### config.mk
export PLATFORM = sky130hd
export DESIGN_NAME = stream_to_memory
export DESIGN_NICKNAME = d
export VERILOG_FILES = /design/src/rtl/stream_to_memory.sv
export SDC_FILE = /design/constraint.sdc
export NUM_CORES = 1
export LEC_CHECK = 0
export CAP_MARGIN = 20
export CORE_ASPECT_RATIO = 1.5
export CORE_MARGIN = 4
export CORE_UTILIZATION = 51
export DETAILED_ROUTE_END_ITERATION = 12
export HOLD_SLACK_MARGIN = 0.12
export PLACE_DENSITY = 0.81
export REMOVE_ABC_BUFFERS = 1
export SYNTH_ARGS = -nofsm -noshare
export SYNTH_HDL_FRONTEND = slang
export SYNTH_SLANG_ARGS = --single-unit
### constraint.sdc
create_clock -name clk -period 12.7 [get_ports clk]
set_input_delay 2.54 -clock clk [delete_from_list [all_inputs] [get_ports clk]]
set_output_delay 2.54 -clock clk [all_outputs]
set_load 0.005 [all_outputs]
### src/rtl/stream_to_memory.sv
// stream_to_memory: deserializer that collects a word stream (rtr/rts/eow
// handshake) into a MEMORY_DEPTH-entry buffer and presents the complete frame
// in parallel, zero-padding entries beyond the number of words written.
module stream_to_memory #(
    parameter int DATA_WIDTH   = 16,
    parameter int MEMORY_DEPTH = 20
) (
    input  logic                                clk,
    input  logic                                rst,
    // slave side (word stream in)
    output logic                                rtr_o,
    input  logic                                rts_i,
    input  logic                                eow_i,
    input  logic [DATA_WIDTH-1:0]               data_i,
    // master side (parallel frame out)
    input  logic                                rtr_i,
    output logic                                rts_o,
    output logic                                eow_o,
    output logic [$clog2(MEMORY_DEPTH+1)-1:0]   count_o,
    output logic [DATA_WIDTH-1:0]               data_o [MEMORY_DEPTH]
);

    localparam int CW  = $clog2(MEMORY_DEPTH + 1);
    localparam int WCW = (MEMORY_DEPTH > 1) ? $clog2(MEMORY_DEPTH) : 1;

    typedef enum logic [1:0] {
        ST_INIT,
        ST_FILL,
        ST_FULL
    } state_t;

    state_t                 state_q, state_d;
    logic                   init_q, init_d;
    logic [WCW-1:0]         wc_q, wc_d;
    logic [DATA_WIDTH-1:0]  mem_q [MEMORY_DEPTH];
    logic [DATA_WIDTH-1:0]  mem_d [MEMORY_DEPTH];
    logic [CW-1:0]          count_q, count_d;
    logic                   eow_q, eow_d;
    logic                   rtr_q, rtr_d;
    logic                   rts_q, rts_d;
    logic                   accept;

    // A word is taken only while the registered ready is up (FILL only).
    assign accept = rts_i & rtr_q;

    // Next-state, buffer write and frame-latch logic.
    always_comb begin
        state_d = state_q;
        init_d  = init_q;
        wc_d    = wc_q;
        mem_d   = mem_q;
        count_d = count_q;
        eow_d   = eow_q;

        unique case (state_q)
            ST_INIT: begin
                // INIT spends one full cycle after reset release, so ready
                // rises on the second edge.
                if (init_q) begin
                    state_d = ST_FILL;
                end else begin
                    init_d = 1'b1;
                end
            end
            ST_FILL: begin
                if (accept) begin
                    mem_d[wc_q] = data_i;
                    if (eow_i || (wc_q == WCW'(MEMORY_DEPTH - 1))) begin
                        state_d = ST_FULL;
                        count_d = CW'(wc_q) + CW'(1);
                        eow_d   = eow_i;
                        wc_d    = '0;
                    end else begin
                        wc_d = wc_q + WCW'(1);
                    end
                end
            end
            ST_FULL: begin
                if (rtr_i) begin
                    state_d = ST_FILL;
                    count_d = '0;
                    eow_d   = 1'b0;
                end
            end
            default: begin
                state_d = ST_INIT;
            end
        endcase

        // Handshake outputs are registered from the next state, so they track
        // the state with no combinational path from rtr_i.
        rtr_d = (state_d == ST_FILL);
        rts_d = (state_d == ST_FULL);
    end

    // State, buffer and output registers with asynchronous reset.
    always_ff @(posedge clk or posedge rst) begin
        if (rst) begin
            state_q <= ST_INIT;
            init_q  <= 1'b0;
            wc_q    <= '0;
            count_q <= '0;
            eow_q   <= 1'b0;
            rtr_q   <= 1'b0;
            rts_q   <= 1'b0;
            for (int unsigned i = 0; i < MEMORY_DEPTH; i++) begin
                mem_q[i] <= '0;
            end
        end else begin
            state_q <= state_d;
            init_q  <= init_d;
            wc_q    <= wc_d;
            count_q <= count_d;
            eow_q   <= eow_d;
            rtr_q   <= rtr_d;
            rts_q   <= rts_d;
            for (int unsigned i = 0; i < MEMORY_DEPTH; i++) begin
                mem_q[i] <= mem_d[i];
            end
        end
    end

    // Present only entries written in this frame; the tail reads as zero so
    // data left over from an earlier, longer frame never shows through.
    always_comb begin
        for (int unsigned k = 0; k < MEMORY_DEPTH; k++) begin
            data_o[k] = (CW'(k) < count_q) ? mem_q[k] : '0;
        end
    end

    assign rtr_o   = rtr_q;
    assign rts_o   = rts_q;
    assign eow_o   = eow_q;
    assign count_o = count_q;

endmodule

; ---- After elaboration in Yosys (flattened, before gate mapping)
; Cells that the tools add are included.
[op_classes]
add_sub_neg = 1
magnitude_cmp = 22
eq_ne = 8
mux = 37
bitwise_logic = 2
reduce_logical = 6
[op_table]
columns = cell, n
row1 = $mux 16, 21
row2 = $bwmux 320, 1
row3 = $demux 16 s5, 1
row4 = $lt 4x5->1 const A, 8
row5 = $lt 3x5->1 const A, 4
row6 = $lt 5x5->1 const A, 4
row7 = $mux 5, 4
row8 = $lt 1x5->1 const A, 2
row9 = $lt 2x5->1 const A, 2
row10 = $pmux 5 s2, 1
row11 = $mux 2, 4
row12 = $ge 6x6->1 const B, 1
row13 = $lt 6x1->1 const B, 1
row14 = $ne 2x2->1 const B, 3
row15 = $not 5->6, 1
row16 = $pmux 2 s3, 1
row17 = $add 5x1->5 const B, 1
row18 = $eq 5x5->1 const B, 1
row19 = $eq 2x1->1 const B, 2
row20 = $eq 2x2->1 const B, 2
row21 = $reduce_and 4->1, 1
row22 = $mux 1, 3
row23 = $logic_not 2->1, 1
row24 = $pmux 1 s2, 1
row25 = 5 further kinds, 5
[totals]
regBits = 336
input_bits = 21
word_cells = 103

; ---- Logic depth before layout (Yosys ltp)
[logic_depth]
word_depth = 6
mapped_depth = 7

; ---- Worst setup path after synthesis
; OpenSTA, ideal clock, no wires.
[synth_timing]
path_type = reg2out
from = reg count_q[3] (netlist: count_o[3])
to = out data_o[277] in the netlist's numbering
arrival_ns = 1.649
t_required_ns = 10.160
slack_ns = 8.511
stages_incl_launch_ff = 5
n_path_buf = 1
cell_sequence = dfrtp_1 -> nor3_1 -> and2_1 -> clkbuf_1 -> nor2b_1
[synth_lines]
columns = item, line_no
row1 = start: declaration, 37  ; logic [CW-1:0] count_q, count_d;
row2 = start signal: assignment, 113  ; count_q <= count_d;
row3 = end: declaration, 20  ; output logic [DATA_WIDTH-1:0] data_o [MEMORY_DEPTH]

==> metrics.cfg <==
[synthesis]
synthTopCellsByArea = dfrtp_1 55%, mux2_2 23%, nor2b_1 8.6%
synth-seq-area-share_pct = 55.1
synth.most_common_cell = dfrtp_1
synth-main-ff-cell = dfrtp_1
yosysTopAreaCell = dfrtp_1
avgSynthCellArea_sq_um = 13.0
synthArstFlopShare_pct = 100
synth_top_area_share_pct = 55.1
synth-seq-cells = 336
netlist_instances = 1177
synth_edf_count = 0
yosysWarnings = 0
synth.distinct_cells = 52
synthesis.area_sq_mm = 0.0153
yosys-top-cells-count = 336 x dfrtp_1, 317 x mux2_2, 210 x nor2b_1

[critical_path]
crit_required_ps = 10160
path_cells = nor3_2 > nand2_1 > and2_1 > clkdlybuf4s50_1
slowest_delay_ps = 910
end_kind = output port
criticalPathCategory = reg2out
r2r-start = state_q[1]
cp.arrival_ps = 3530
crit_start = count_o[4]
rrSetupSlack_ps = 10060
r2r_end = mem_q[242]
crit_slowest_cell = nor3_2
r2r_cells = 3
critPathCapture = data_o[314]
worstSetupStartpointType = register
cp_max_fo = 34

[sta]
slew_headroom_pct = 21.4
drv_slew = 0
tns_ps = 0
worst_clock_skew_ps = 12.9
min_period_ps = 6070
rsz0062_at_grt = no
whs_ps = 479
fmax_mhz = 165
worst_pin_slew_ps = 1180
min_period_over_period_pct = 47.8
hold_viol = 0
setup_viol = 0

[clock_network]
cts_tree = built
htree_num_levels = 1
cts_root_buffer = clkbuf_16
cts.sink_count = 336
tritoncts.num_buffers = 31
clkLatencyLatePin_ps = 550
cts_resized = 0
path_clk_slew_ps = 70
clockBufferDepth = 3
cts_setup_buffers = 0
cts_hold_buf = 0

[placed_design]
dp.cells = 1853
routabilityCongestion = 0.797
port_buffers = 348
hpwl_microns = 28600

[global_route]
gr-usage-all-layers_pct = 25.6
grt_pass1_wl_microns = 64200
grt_max_degree = 120
overflow = 0
grt_pass1_vias = 10850
antenna_found_initial = 0

[floorplan]
io_pins = 349
die_area_sq_mm = 0.0328
core_area_sq_mm = 0.0295
die_x_microns = 149
std_cell_rows = 77
start_util_pct = 51.8
die_h_microns = 220

[drt]
wl_microns = 43000
drc = 0
via_per_inst = 5.34
drt_pre_antenna_iters = 4
via_count = 10231
drt_iter0_markers = 423
postRouteAntennaNets = 0
wl_per_cell_microns = 22.5

[worst_hold_path]
worstHoldPathType = reg2reg

[flow_run]
drv_cap = 0

[power_and_ir_drop]
clkPwrFrac_pct = 33.3
p_comb_share_pct = 22.6
netSwitchingFraction_pct = 26.3
p_per_area_mw_per_mm2 = 152
p_int_mw = 2.26
leakage_nw = 9.01
pwr-share-seq_pct = 44.2
irDropWorstVdd_uv = 168
power.switching_mw = 0.806

[layout]
n_fill_cell = 2187
nets = 1521
final_cell_count_no_fill = 1915
syn_to_final_growth_pct = 32.5
diodes = 0
drive_gt1_share_pct = 27.6

[outcome]
outcome = complete, no violations

==> logic make-up after synthesis <==
group           share of synthesized area [%]
fa+ha+maj                               0.328
buf+inv                                  3.16
flops                                    55.1
compound gates                           1.20
simple gates                             16.0
xor+xnor                                0.172
mux                                      24.0
==> cells in the final DEF, fill, tap and decap left out, drive strengths merged, types with 2 or more instances in the layout <==
cell type	count
nor2	5
or4	4
bufinv	6
nand2	15
mux2i	6
a21boi	2
nand3	3
nor3	5
clkbuf	47
nor4	3
xnor2	2
o22ai	3
buf	30
ha	4
nand2b	6
nand4b	3
clkdlybuf4s50	348
o21ai	7
mux2	320
dfrtp	336
a21oi	4
or4b	2
or2	3
nor2b	210
clkinv	3
and2	113
nand4	3
a31oi	2
o31ai	2
inv	7
==> registers in the layout (all words and copies together) (netlist names) <==
name	flops
count_o	5
eow_o	1
init_q	1
mem_q	320
rtr_o	1
rts_o	1
state_q	2
wc_q	5
==> worst max-delay path, delay by kind of cell, from the launching register on <==
kind / cells / cell delay (ps)
and+or+nand+nor: 3 / 1770
DFF: 1 / 760
buffers and inverters: 1 / 450
==> through the flow <==
step | setup WS, ps | util [%] | instance area, sq um | power (mW)
6_report | 6630 | 68.6 | 20200 | 3.07
5_1_grt | 6220 | 68.6 | 20200 | 3.20
4_1_cts | 6570 | 68.4 | 20200 | 3.08
3_5_place_dp | 7130 | 64.5 | 19000 | 2.06
3_3_place_gp | 7220 | 64.5 | 19000 | 2.03
2_1_floorplan | 850 | - | 14800 | 1.70
==> worst min-delay path by stage <==
stage,from,endpoint,slack (ps),cells after the start
floorplan,init_q,init_q,440,1
global placement,init_q,init_q,460,1
detailed placement,init_q,init_q,470,1
CTS,init_q,init_q,480,1
global route,mem_q[284],mem_q[284],500,1
finish,init_q,init_q,480,1
==> power by group through the flow <==
stage	clock (mW)	sequential, mW	combinational (mW)
after floorplan	0	1.33	0.378
after global placement	0	1.37	0.665
after detailed placement	0	1.37	0.689
after CTS	1.04	1.35	0.693
after global routing	1.08	1.37	0.750
final	1.02	1.35	0.692
==> final cells by class <==
class / instances / area, sq um / share of cell area [%]
clock inverters: 11 / 211 / 1.05
well taps: 395 / 494 / 2.44
clock buffers: 46 / 922 / 4.56
inverters: 6 / 30.0 / 0.148
flip-flops and latches: 336 / 8410 / 41.6
repair buffers: 379 / 3740 / 18.5
multi-input cells: 742 / 6410 / 31.7
==> metal layers <==
| metal | wire length (microns) | track usage (%) | up-vias | part of all wire [%] |
|---|---|---|---|---|
| met3 | 2140 | 4.36 | 85 | 5.0 |
| met4 | 1670 | 10.2 | 0 | 3.9 |
| met2 | 22900 | 46.2 | 297 | 53 |
| met5 | 0 | 0 | - | 0 |
| li1 | - | - | 4569 | - |
| met1 | 16300 | 30.3 | 5280 | 38 |
Power figures use the tool's default switching activity.
